### src/rtl/wspr_tx_sequencer.sv
// 4-FSK WSPR transmit sequencer: plays NSYM stored 2-bit symbols as NCO phase-word offsets at the symbol rate.
// Define WSPR_RAMP_EN to add linear amplitude ramps before and after the symbol stream.
module wspr_tx_sequencer #(
   parameter int unsigned CLK_FREQ   = 76800000,
   parameter int unsigned NSYM       = 162,
   parameter int unsigned SYM_TICKS  = (CLK_FREQ / 12000) * 8192,
   parameter int unsigned TONE_STEP  = 82,
   parameter int unsigned RAMP_TICKS = 256
) (
   input  logic        clock,
   input  logic        rstb,
   input  logic        sym_wr,
   input  logic [7:0]  sym_addr,
   input  logic [1:0]  sym_data,
   input  logic [31:0] base_phase,
   input  logic        start,
   input  logic        abort,
   output logic [31:0] phase_word,
   output logic        tx_en,
   output logic [7:0]  tx_amp,
   output logic [7:0]  sym_index,
   output logic        busy,
   output logic        done,
   output logic        aborted
);

   localparam int unsigned TW = (SYM_TICKS > 1) ? $clog2(SYM_TICKS) : 1;
   localparam logic [TW-1:0] TICK_LAST = TW'(SYM_TICKS - 1);
   localparam logic [7:0]    IDX_LAST  = 8'(NSYM - 1);

`ifdef WSPR_RAMP_EN
   localparam int unsigned RW = (RAMP_TICKS > 1) ? $clog2(RAMP_TICKS) : 1;
   localparam logic [RW-1:0] RAMP_LAST = RW'(RAMP_TICKS - 1);

   function automatic logic [7:0] ramp_amp(input logic [RW-1:0] step);
      return 8'((32'(step) * 32'd255) / 32'(RAMP_TICKS - 1));
   endfunction
`endif

   typedef enum logic [2:0] {
      S_IDLE      = 3'd0,
      S_SEND      = 3'd1,
      S_FINISH    = 3'd2,
      S_RAMP_UP   = 3'd3,
      S_RAMP_DOWN = 3'd4
   } state_t;

   state_t          r_state;
   logic [31:0]     r_base;
   logic [TW-1:0]   r_tick;
   logic [7:0]      r_sym_idx;
   logic [31:0]     r_phase;
   logic            r_tx_en;
   logic [7:0]      r_amp;
   logic [7:0]      r_sym_out;
   logic            r_busy;
   logic            r_done;
   logic            r_aborted;
   logic [1:0]      r_sym_ram [NSYM];
`ifdef WSPR_RAMP_EN
   logic [RW-1:0]   r_ramp;
`endif

   logic            w_wr;
   logic [1:0]      w_cur_sym;
   logic [31:0]     w_tone;

   // Host writes land only while idle and in range; the RAM holds its contents through reset.
   assign w_wr      = sym_wr && rstb && (r_state == S_IDLE) && (sym_addr < 8'(NSYM));
   assign w_cur_sym = r_sym_ram[r_sym_idx];
   assign w_tone    = r_base + (32'(w_cur_sym) * 32'(TONE_STEP));

   // Symbol RAM write port
   always_ff @(posedge clock) begin
      if (w_wr) begin
         r_sym_ram[sym_addr] <= sym_data;
      end
   end

   // Sequencer FSM with registered outputs; outputs trail the state by one clock
   always_ff @(posedge clock or negedge rstb) begin
      if (!rstb) begin
         r_state   <= S_IDLE;
         r_base    <= 32'd0;
         r_tick    <= '0;
         r_sym_idx <= 8'd0;
         r_phase   <= 32'd0;
         r_tx_en   <= 1'b0;
         r_amp     <= 8'd0;
         r_sym_out <= 8'd0;
         r_busy    <= 1'b0;
         r_done    <= 1'b0;
         r_aborted <= 1'b0;
`ifdef WSPR_RAMP_EN
         r_ramp    <= '0;
`endif
      end else begin
         r_done    <= 1'b0;
         r_aborted <= 1'b0;
         if (abort && (r_state != S_IDLE)) begin
            r_state   <= S_IDLE;
            r_busy    <= 1'b0;
            r_aborted <= 1'b1;
            r_tx_en   <= 1'b0;
            r_amp     <= 8'd0;
            r_phase   <= 32'd0;
            r_sym_out <= 8'd0;
         end else begin
            case (r_state)
               S_IDLE: begin
                  if (start && !abort) begin
                     r_base    <= base_phase;
                     r_tick    <= '0;
                     r_sym_idx <= 8'd0;
                     r_busy    <= 1'b1;
`ifdef WSPR_RAMP_EN
                     r_ramp    <= '0;
                     r_state   <= S_RAMP_UP;
`else
                     r_state   <= S_SEND;
`endif
                  end
               end
               S_SEND: begin
                  r_phase   <= w_tone;
                  r_tx_en   <= 1'b1;
                  r_amp     <= 8'd255;
                  r_sym_out <= r_sym_idx;
                  if (r_tick == TICK_LAST) begin
                     r_tick <= '0;
                     if (r_sym_idx == IDX_LAST) begin
`ifdef WSPR_RAMP_EN
                        r_ramp  <= '0;
                        r_state <= S_RAMP_DOWN;
`else
                        r_state <= S_FINISH;
`endif
                     end else begin
                        r_sym_idx <= r_sym_idx + 8'd1;
                     end
                  end else begin
                     r_tick <= r_tick + TW'(1);
                  end
               end
               S_FINISH: begin
                  r_done    <= 1'b1;
                  r_tx_en   <= 1'b0;
                  r_amp     <= 8'd0;
                  r_phase   <= 32'd0;
                  r_sym_out <= 8'd0;
                  r_sym_idx <= 8'd0;
                  r_busy    <= 1'b0;
                  r_state   <= S_IDLE;
               end
`ifdef WSPR_RAMP_EN
               S_RAMP_UP: begin
                  r_phase   <= w_tone;
                  r_tx_en   <= 1'b1;
                  r_amp     <= ramp_amp(r_ramp);
                  r_sym_out <= r_sym_idx;
                  if (r_ramp == RAMP_LAST) begin
                     r_state <= S_SEND;
                  end else begin
                     r_ramp <= r_ramp + RW'(1);
                  end
               end
               // Last tone is held (sym index stays at NSYM-1) while the amplitude falls
               S_RAMP_DOWN: begin
                  r_phase   <= w_tone;
                  r_tx_en   <= 1'b1;
                  r_amp     <= ramp_amp(RAMP_LAST - r_ramp);
                  r_sym_out <= r_sym_idx;
                  if (r_ramp == RAMP_LAST) begin
                     r_state <= S_FINISH;
                  end else begin
                     r_ramp <= r_ramp + RW'(1);
                  end
               end
`endif
               default: begin
                  r_state   <= S_IDLE;
                  r_busy    <= 1'b0;
                  r_tx_en   <= 1'b0;
                  r_amp     <= 8'd0;
                  r_phase   <= 32'd0;
                  r_sym_out <= 8'd0;
               end
            endcase
         end
      end
   end

   assign phase_word = r_phase;
   assign tx_en      = r_tx_en;
   assign tx_amp     = r_amp;
   assign sym_index  = r_sym_out;
   assign busy       = r_busy;
   assign done       = r_done;
   assign aborted    = r_aborted;

endmodule

### config.mk
export PLATFORM = sky130hd
export DESIGN_NAME = wspr_tx_sequencer
export DESIGN_NICKNAME = d
export VERILOG_FILES = /design/src/rtl/wspr_tx_sequencer.sv
export SDC_FILE = /design/constraint.sdc
export NUM_CORES = 1
export LEC_CHECK = 0
export ABC_CLOCK_PERIOD_IN_PS = 9500
export CORE_ASPECT_RATIO = 0.8
export CORE_MARGIN = 4
export CORE_UTILIZATION = 39
export DETAILED_ROUTE_END_ITERATION = 6
export HOLD_SLACK_MARGIN = 0.15
export SLEW_MARGIN = 10
export SYNTH_ARGS = -nofsm -noshare
export SYNTH_HDL_FRONTEND = slang
export SYNTH_SLANG_ARGS = --single-unit
### constraint.sdc
create_clock -name clock -period 9.5 [get_ports clock]
set_clock_uncertainty 0.05 [all_clocks]
set_input_delay 1.9 -clock clock [delete_from_list [all_inputs] [get_ports clock]]
set_output_delay 1.9 -clock clock [all_outputs]
set_load 0.02 [all_outputs]
==> impl_metrics.csv, run 1 <==
group,metric,value,unit
timing,finalSetupTns,0,ps
critical_path,critPathSlowestCell,"dfrtp_4",
logic_synthesis,synth_area_per_cell,13.86,µm²
logic_synthesis,synth_top_cell_area_share,0.5080,
logic_synthesis,yosys-top-cells-area,"edfxtp_1 (51%), dfrtp_1 (15%), mux4_2 (4.8%)",
finish,final_nets,1507,
floorplan,dieArea,0.05274,mm²
critical_path,critical_path.cell_chain,"buf_4 -> nor2b_1 -> buf_4 -> a22oi_1 -> a21oi_1 -> nor4_1 -> a2111oi_1 -> o32ai_1 -> ha_1 -> inv_1 -> fa_1 -> and3b_1 -> o21a_1 -> o21ai_1 -> a2111oi_0 -> xnor2_1 -> o21ai_0",
clock_network,path_clk_slew,60,ps
job,cap_violations,0,
timing,layout_setup_ws,3244,ps
timing,worst_pin_slew,1135,ps
detailed_routing,wl_per_cell,23.30,µm
logic_synthesis,synthesis.area,0.01915,mm²
critical_path,path_max_fanout,33,
outcome,status,"finished clean",
finish,final_layout_size_suffix_gt1_frac,0.1113,
place,pre_cts_slack,3269,ps
finish,seqCellArea,0.01254,mm²
logic_synthesis,async_flop_share,0.2569,
pwr,power,0.004723,W
finish,syn_to_final_growth,14.48,%
floorplan,die_x,255.8,µm
logic_synthesis,synth-edff-count,324,
logic_synthesis,synth_flop_cell,"edfxtp_1",
critical_path,criticalPathCategory,"flop to flop",
grt,grt_pass1_vias,11913,
clock_network,post_cts_buffers,0,
finish,multiInputGateArea,0.006066,mm²
grt,grt_usage,0.1835,
critical_path,worst-path-buf-inv,3,
place,gp_congestion,0.8283,
timing,rsz0062_at_grt,"no",
critical_path,critical_path_arrival,6590,ps
timing,finalCritPeriodShare,0.6586,
critical_path,worstPathRequired,9840,ps
timing,whs,430.2,ps
timing,fmax,0.1598,GHz
clock_network,cts_tree,"built",
place,dpl.hpwl,31.23,mm
worst_hold_path,timing.hold.worst.class,"flop to flop",
detailed_routing,drt_first_pass_iters,5,
grt,grt.overflow.total,0,
clock_network,clockBufferDepth,3,
floorplan,io_pins,99,
grt,grt_first_pass_wirelength,74.77,mm
detailed_routing,via_per_inst,5.647,
floorplan,die-height,206.2,µm
clock_network,clock_sinks,436,
place,io_buffer_count,98,
finish,fill_cells,4305,
critical_path,cp_top_family,"compound AO/OA/AOI/OAI gates",
logic_synthesis,synth_cells,1382,
critical_path,cp_slowest_stage_delay,740,ps
clock_network,htreeDepth,2,
logic_synthesis,ys_seq_elements,436,
pwr,p_per_area,215.4,mW/mm²
detailed_routing,initialDrtViolationCount,1263,
pwr,p_leak,7.126,nW
grt,antenna_found_initial,0,
detailed_routing,route.detailed.drc,0,
floorplan,initial_core_util,0.3952,
critical_path,cp_common_cell,"buf_4",
finish,diodes,0,
clock_network,ctsHoldBuffers,0,
logic_synthesis,yosysMostFrequentCell,"edfxtp_1",
grt,grt_max_degree,111,
clock_network,clockRootBuffer,"clkbuf_16",
floorplan,rows,72,
logic_synthesis,syn-num-nets,1440,
finish,final_core_util,0.4524,
logic_synthesis,yosysTopAreaCell,"edfxtp_1",
logic_synthesis,ys_types,70,
clock_network,clock_latency,550,ps
timing,slew_violations,0,
clock_network,cts_made_buffers,44,
critical_path,end_kind,"flop",
timing,setup_viol,0,
timing,fin_crit,6256,ps
logic_synthesis,ys_seq_area_frac,0.6543,
pwr,vdd.ir_drop.worst,0.0001455,V
clock_network,cts_resized,0,
floorplan,coreArea,0.04847,mm²
critical_path,critPathLaunchType,"flop",
timing,relSlewSlack,0.2432,
logic_synthesis,yosys_warnings,0,
detailed_routing,wl,49.18,mm
detailed_routing,drtAntennaViolNets,0,
timing,hold_violations,0,
logic_synthesis,synth_commonest_cells,"edfxtp_1 (324), nor2_1 (198), dfrtp_1 (112)",
detailed_routing,via_count,11920,
-- routing by layer --
layer,share of wire,vias to the layer above,track usage
li1,-,5383,-
met1,0.46,6099,0.2696
met2,0.46,370,0.2892
met3,0.058,68,0.03001
met4,0.020,0,0.04367
met5,0,-,0
-- worst paths after layout --
path,startpoint,endpoint,slack [ps],depth (start not counted)
worst min register to register,phase_word[19]$_DFFE_PN0N_,phase_word[19]$_DFFE_PN0N_,430,2
worst max-delay path,r_sym_idx[0]$_DFFE_PN0P_,phase_word[27]$_DFFE_PN0N_,3240,17
min in group asynchronous,rstb,r_tick[4]$_DFFE_PN0P_,1310,1
max in group asynchronous,rstb,sym_index[0]$_DFFE_PN0N_,6760,2
worst max register to register,r_sym_idx[0]$_DFFE_PN0P_,phase_word[27]$_DFFE_PN0N_,3240,17
worst min-delay path,phase_word[19]$_DFFE_PN0N_,phase_word[19]$_DFFE_PN0N_,430,2
-- area by class of cell --
class,count,area share
clock buffer,59,0.05467
sequential,436,0.5720
timing repair buffer,111,0.04885
multi-input combinational,837,0.2766
tap,629,0.03589
clock inverter,20,0.008731
inverter,19,0.003253
-- where the power goes --
| part | leakage [nW] | switching [W] | internal (W) | total [W] |
|---|---|---|---|---|
| clock network | 0.677 | 0.000718 | 0.000991 | 0.00171 |
| registers | 4.37 | 0.000115 | 0.00213 | 0.00224 |
| logic | 2.08 | 0.000433 | 0.000340 | 0.000773 |
| total | 7.13 | 0.00127 | 0.00346 | 0.00472 |
-- registers in the layout, summed over array words and instances, names as in the netlist --
name and cells:
aborted 1, busy 1, done 1, phase_word 32, r_base 32, r_state 2
r_sym_idx 8, r_sym_ram 324, r_tick 26, sym_index 8, tx_amp 1
-- metrics by stage --
step / instances / cell area (µm²)
global placement: 2032 / 20540
CTS: 2111 / 21930
detailed placement: 2032 / 20540
global route: 2111 / 21930
finish: 2111 / 21930
floorplan: 1382 / 19150
-- worst min-delay path: stages, from the launching register on --
cell and delay (ps):
dfrtp_1 340, nand2_1 50, o21ai_0 60
-- cells by family (layout without fill, tap and decap cells) --
kind of cell / after synthesis / count (layout) / share of synthesized area
XOR/XNOR: 23 / 23 / 0.01052
AO/OA/AOI/OAI: 214 / 214 / 0.07552
multiplexers: 152 / 152 / 0.1177
flip-flops: 436 / 436 / 0.6543
buffers and inverters: 109 / 209 / 0.02992
AND/OR/NAND/NOR: 437 / 437 / 0.1045
adder cells (fa/ha/maj): 11 / 11 / 0.007578
-- cells in the final DEF (no fill, tap or decap), drive strengths merged, types with 27 or more instances in the layout --
cell type / netlist / layout
edfxtp: 324 / 324
nor2: 199 / 199
dfrtp: 112 / 112
clkdlybuf4s50: 0 / 95
nand2: 91 / 91
mux2i: 68 / 68
o21ai: 59 / 59
clkbuf: 51 / 59
mux4: 52 / 52
a21oi: 40 / 40
nand3: 36 / 36
mux2: 32 / 32
a22oi: 27 / 27
Note: power is estimated with default switching activity, not from simulation.
==> run 2: changes to the inputs <==
--- a/config.mk
+++ b/config.mk
@@ -5,7 +5,7 @@
 export SDC_FILE = /design/constraint.sdc
 export NUM_CORES = 1
 export LEC_CHECK = 0
-export ABC_CLOCK_PERIOD_IN_PS = 9500
+export ABC_CLOCK_PERIOD_IN_PS = 5800
 export CORE_ASPECT_RATIO = 0.8
 export CORE_MARGIN = 4
 export CORE_UTILIZATION = 39
==> constraint.sdc (replaced) <==
create_clock -name clock -period 5.8 [get_ports clock]
set_clock_uncertainty 0.05 [all_clocks]
set_input_delay 1.16 -clock clock [delete_from_list [all_inputs] [get_ports clock]]
set_output_delay 1.16 -clock clock [all_outputs]
set_load 0.02 [all_outputs]
==> impl_metrics.csv, run 2 (synthesis results as in run 1) <==
group,metric,value,unit
grt,grt_pass1_vias,12070,
pwr,vdd.ir_drop.worst,0.0002551,V
place,dpl.hpwl,32.05,mm
finish,largest_register_ffs,324,
place,gp_congestion,0.8600,
critical_path,end_kind,"flop",
timing,setup_viol,0,
floorplan,die-height,206.2,µm
clock_network,post_cts_buffers,0,
floorplan,die_x,255.8,µm
finish,diodes,0,
finish,final_layout_size_suffix_gt1_frac,0.1268,
pwr,p_leak,7.281,nW
pwr,combPwrFrac,0.168,
floorplan,coreArea,0.04847,mm²
job,cap_violations,0,
clock_network,path_clk_slew,60,ps
pwr,switching_share,0.2679,
clock_network,cts_made_buffers,46,
timing,rsz0062_at_grt,"no",
floorplan,dieArea,0.05274,mm²
timing,finalSetupTns,0,ps
critical_path,criticalPathCategory,"flop to flop",
floorplan,io_pins,99,
place,io_buffer_count,98,
timing,finalCritPeriodShare,0.9251,
grt,use_met3,0.02683,
grt,grt_usage,0.1857,
critical_path,cp_slowest_stage_delay,720,ps
detailed_routing,via_count,12169,
critical_path,critical_path.cell_chain,"buf_12 -> and2_1 -> a22oi_1 -> a21oi_1 -> a2111oi_1 -> a2111oi_2 -> or3_1 -> fa_1 -> and3b_1 -> o21a_1 -> o21ai_1 -> a2111oi_0 -> xnor2_1 -> o21ai_0",
clock_network,clock_latency,570,ps
timing,worst_pin_slew,1128,ps
critical_path,worstPathRequired,6160,ps
finish,instances_no_fill,2135,
timing,fin_crit,5366,ps
timing,fmax,0.1864,GHz
critical_path,critPathLaunchType,"flop",
finish,multiInputGateArea,0.006075,mm²
detailed_routing,drtAntennaViolNets,0,
clock_network,htreeDepth,2,
pwr,pwr-share-seq,0.460,
pwr,p_clk_frac,0.372,
critical_path,cp_top_family,"compound AO/OA/AOI/OAI gates",
detailed_routing,wl,49.69,mm
pwr,intPower,0.005806,W
critical_path,critPathSlowestCell,"a2111oi_1",
detailed_routing,wl_per_cell,23.27,µm
grt,grt.met2_usage,0.2895,
grt,grt-busiest-layer,"met2",
worst_hold_path,hold_start,"phase_word[21]$_DFFE_PN0N_",
detailed_routing,via_per_inst,5.700,
critical_path,reg2reg_from,"r_sym_idx[0]$_DFFE_PN0P_",
grt,grt_first_pass_wirelength,75.14,mm
grt,met1_usage,0.2729,
critical_path,reg2reg_setup_slack,430,ps
pwr,p_per_area,356.9,mW/mm²
pwr,p_switching,0.002125,W
finish,seqCellArea,0.01254,mm²
grt,grt_max_degree,107,
critical_path,path_max_fanout,22,
worst_hold_path,hold-path-endpoint,"phase_word[21]$_DFFE_PN0N_",
finish,final_nets,1528,
clock_network,clockRootBuffer,"clkbuf_16",
finish,mostFrequentLayoutCell,"edfxtp_1",
clock_network,clockBufferDepth,3,
finish,largest-register,"r_sym_ram",
critical_path,r2r-end,"phase_word[23]$_DFFE_PN0N_",
outcome,status,"finished clean",
grt,grt.overflow.total,0,
finish,syn_to_final_growth,16.00,%
critical_path,worst-path-buf-inv,1,
timing,hold_violations,0,
detailed_routing,drt_first_pass_iters,5,
worst_hold_path,timing.hold.worst.class,"flop to flop",
grt,antenna_found_initial,0,
detailed_routing,initialDrtViolationCount,1236,
finish,fill_cells,4322,
finish,mostFrequentLayoutCells,"edfxtp_1 (324), nor2_1 (197), dfrtp_1 (109), clkdlybuf4s50_1 (95), nand2_1 (91)",
critical_path,r2r_cells,14,
floorplan,initial_core_util,0.3952,
clock_network,cts_tree,"built",
detailed_routing,route.detailed.drc,0,
floorplan,rows,72,
critical_path,critical_path_arrival,5730,ps
timing,relSlewSlack,0.2467,
timing,slew_violations,0,
place,place_inst,2051,
worst_hold_path,hold-path-cell-count,2,
clock_network,clock_sinks,436,
run 2: changes by cell type in the layout (fill, tap and decap cells not counted), moves of 2 or more:
cell,delta
clkbuf_1,-3
clkbuf_8,-2
clkinv_1,+3
bufinv_16,+2
buf_4,+16
buf_12,+3
inv_6,+2
run 2: layout make-up:
class | instances | area share
Sequential cell | 436 | 0.5645
Tap cell | 629 | 0.03542
Clock inverter | 29 | 0.01385
Timing Repair Buffer | 130 | 0.05632
Inverter | 19 | 0.003210
Clock buffer | 55 | 0.05333
Multi-Input combinational cell | 837 | 0.2734
run 2: stage by stage:
step	total power (W)	setup slack (ps)	util	hold slack, ps	cell area [µm²]
after floorplan	0.004521	1499	-	412.2	19150
after global placement	0.005033	416.6	0.4274	413.9	20720
after detailed placement	0.005044	319.9	0.4274	420.6	20720
after CTS	0.007987	297.2	0.4582	435.3	22210
after global routing	0.008250	50.14	0.4584	443.8	22220
final	0.007930	434.3	0.4584	430.2	22220
run 2: worst min-delay path, stage by stage, from the launching register on:
cell     delay, ps
dfrtp_1        330
nand2_1         50
o21ai_0         60
run 2: metal layers:
metal | up-vias | wire (µm) | share of wire
met5 | - | 0 | 0
met4 | 0 | 1399 | 0.028
met3 | 80 | 3113 | 0.063
met2 | 408 | 22770 | 0.46
met1 | 6243 | 22410 | 0.45
li1 | 5438 | - | -
run 2: how the worst max path moves through the flow:
stage | start | to | slack [ps] | depth (start not counted)
floorplan | r_sym_idx[0]$_DFFE_PN0P_ | phase_word[19]$_DFFE_PN0N_ | 1500 | 19
global placement | r_sym_idx[0]$_DFFE_PN0P_ | phase_word[27]$_DFFE_PN0N_ | 420 | 16
detailed placement | r_sym_idx[0]$_DFFE_PN0P_ | phase_word[23]$_DFFE_PN0N_ | 320 | 16
CTS | r_sym_idx[0]$_DFFE_PN0P_ | phase_word[23]$_DFFE_PN0N_ | 300 | 16
global route | r_sym_idx[0]$_DFFE_PN0P_ | phase_word[27]$_DFFE_PN0N_ | 50 | 15
finish | r_sym_idx[0]$_DFFE_PN0P_ | phase_word[23]$_DFFE_PN0N_ | 430 | 14
run 2: repair_timing:
item,4_1_cts,5_1_grt
endpoints found under the setup margin,0,6
gates resized for setup,0,2
hold buffers,0,0
run 2: power by group through the flow:
stage | clock, W | sequential, W | combinational (W)
floorplan | 0 | 0.00371 | 0.000808
global placement | 0 | 0.00371 | 0.00132
detailed placement | 0 | 0.00371 | 0.00133
CTS | 0.00300 | 0.00365 | 0.00134
global route | 0.00314 | 0.00367 | 0.00144
finish | 0.00295 | 0.00365 | 0.00133
==> patch, RTL diff (config.mk and constraints of run 1) <==
Change the parameter `NSYM` from 162 to 81.
--- a/src/rtl/wspr_tx_sequencer.sv
+++ b/src/rtl/wspr_tx_sequencer.sv
@@ -3,5 +3,5 @@
 module wspr_tx_sequencer #(
    parameter int unsigned CLK_FREQ   = 76800000,
-   parameter int unsigned NSYM       = 162,
+   parameter int unsigned NSYM       = 81,
    parameter int unsigned SYM_TICKS  = (CLK_FREQ / 12000) * 8192,
    parameter int unsigned TONE_STEP  = 82,
Check against the original RTL: same outputs for any inputs over 4 cycles, from zero or initial values and one cycle with rstb low; that may be too few to reach the edited logic, so the function may still have changed.
==> patch against run 1 <==
Critical path depth is the same. Via count shrank 34%. Count of clock-buffer cells in the layout shrank 24. Area after synthesis shrank 36%. Sequential cell count shrank 162. First-iteration DRC count shrank 49%. Wire length shrank 43%. Clock power shrank 41%. Power shrank 41%. Sequential power shrank 38%. Design area shrank 34%. Setup slack gained 1.5 ns. Core utilization grew 1.8 points. Highest routed layer unchanged.
==> patch: results (changes against run 1) <==
metric,value,unit,change
Total Power,2.76,mW,-41%
worst hold slack,0.425,ns,-0.00564 ns
wire length on met2,12400,um,-46%
Starting DRT DRC Count,650,,-49%
register area share after synthesis,62.2,%,-3.2 points
met1 wire length,13800,um,-39%
CP arrival,5.13,ns,-1.46 ns
Slew HR,43.8,%,+19 points
leakage dissipation,5.01,nW,-30%
multiplexer area fraction after synthesis,11.3,%,-0.51 points
power of the combinational group,366,uW,-53%
H-tree levels,1,,-1
hold worst-path end,phase_word[27],,
CP top delay family,simple AND/OR/NAND/NOR gates,,
met2 Use GR,24.1,%,-4.8 points
Detailed Route WL,28200,um,-43%
met3 wire length,1540,um,-45%
global-route wire length before repair,45100,um,-40%
fillcell total,2718,,-37%
max reg flops,162,,-50%
"Slowest-stage cell, CP",buf_4,,
Cell Count Post-Placement,1400,,-31%
Cell variety after synth,72,,+2.9%
VDD IR max,0.000113,V,-22%
clock share of power,36.5,%,+0.3 points
status,"complete, no violations",,
DP Wirelength,18300,um,-41%
Critical Path Max Stage Delay,0.65,ns,-0.09 ns
CP max FO,46,,+39%
min-delay src,phase_word[27],,
Synth Area in Adders,1.18,%,+0.42 points
Post-synth EDFFs,162,,-50%
Total Routing Usage GR,16.4,%,-2.0 points
top post-synthesis cells by count,"edfxtp_1 (162), nor2_1 (128), dfrtp_1 (112)",,
Setup WS post-layout,4.72,ns,+1.48 ns
sw power,703,uW,-44%
Mapped Nets,988,,-31%
vias in the first global route,7741,,-35%
Syn Area/Cell,13.3,um^2,-4.3%
detail-routed via count per cell,5.39,,-4.5%
critical path endpoint,phase_word[31],,
placed inst area,13600,um^2,-34%
share of layout cells above drive strength 1,12.7,%,+1.6 points
via count,7810,,-34%
pre-CTS setup slack,4.62,ns,+1.35 ns
xor/xnor share of the synthesized area,3.13,%,+2.1 points
Post-synth ARST share,40.9,%,+15 points
met3 Use GR,2.33,%,-0.67 points
nets@finish,1074,,-29%
largest net degree at the start of global routing,70,,-37%
met1 GRT Util,26.1,%,-0.90 points
==> patch: cell count changes after synthesis, moves of 8 or more <==
cell      delta
a221o_1      -8
nor2_1      -70
xor2_1      +22
a211oi_1     -9
o211ai_1     +9
clkbuf_1    -23
a22oi_1     -26
edfxtp_1   -162
nor3_1      -14
a21oi_1     -23
nand2_1     -13
nand3_1     -15
mux2i_1     -58
==> patch: final cells by class <==
cell class | instances | area, um^2 | share of cell area (%)
timing repair buffer | 111 | 1070 | 7.37
clock inverter | 14 | 100 | 0.692
clock buffer | 35 | 726 | 5.02
inverter | 17 | 63.8 | 0.441
sequential | 274 | 7670 | 53.0
tap | 413 | 517 | 3.57
multi-input combinational | 585 | 4320 | 29.9
==> patch: worst reg2reg max path: cells and delay by family, from the launching register on <==
family | cells | cell delay [ns]
compound gates | 5 | 1.08
fa+ha+maj | 2 | 0.67
buf+inv | 3 | 0.92
flops | 1 | 0.34
mux | 2 | 0.50
simple gates | 5 | 1.09
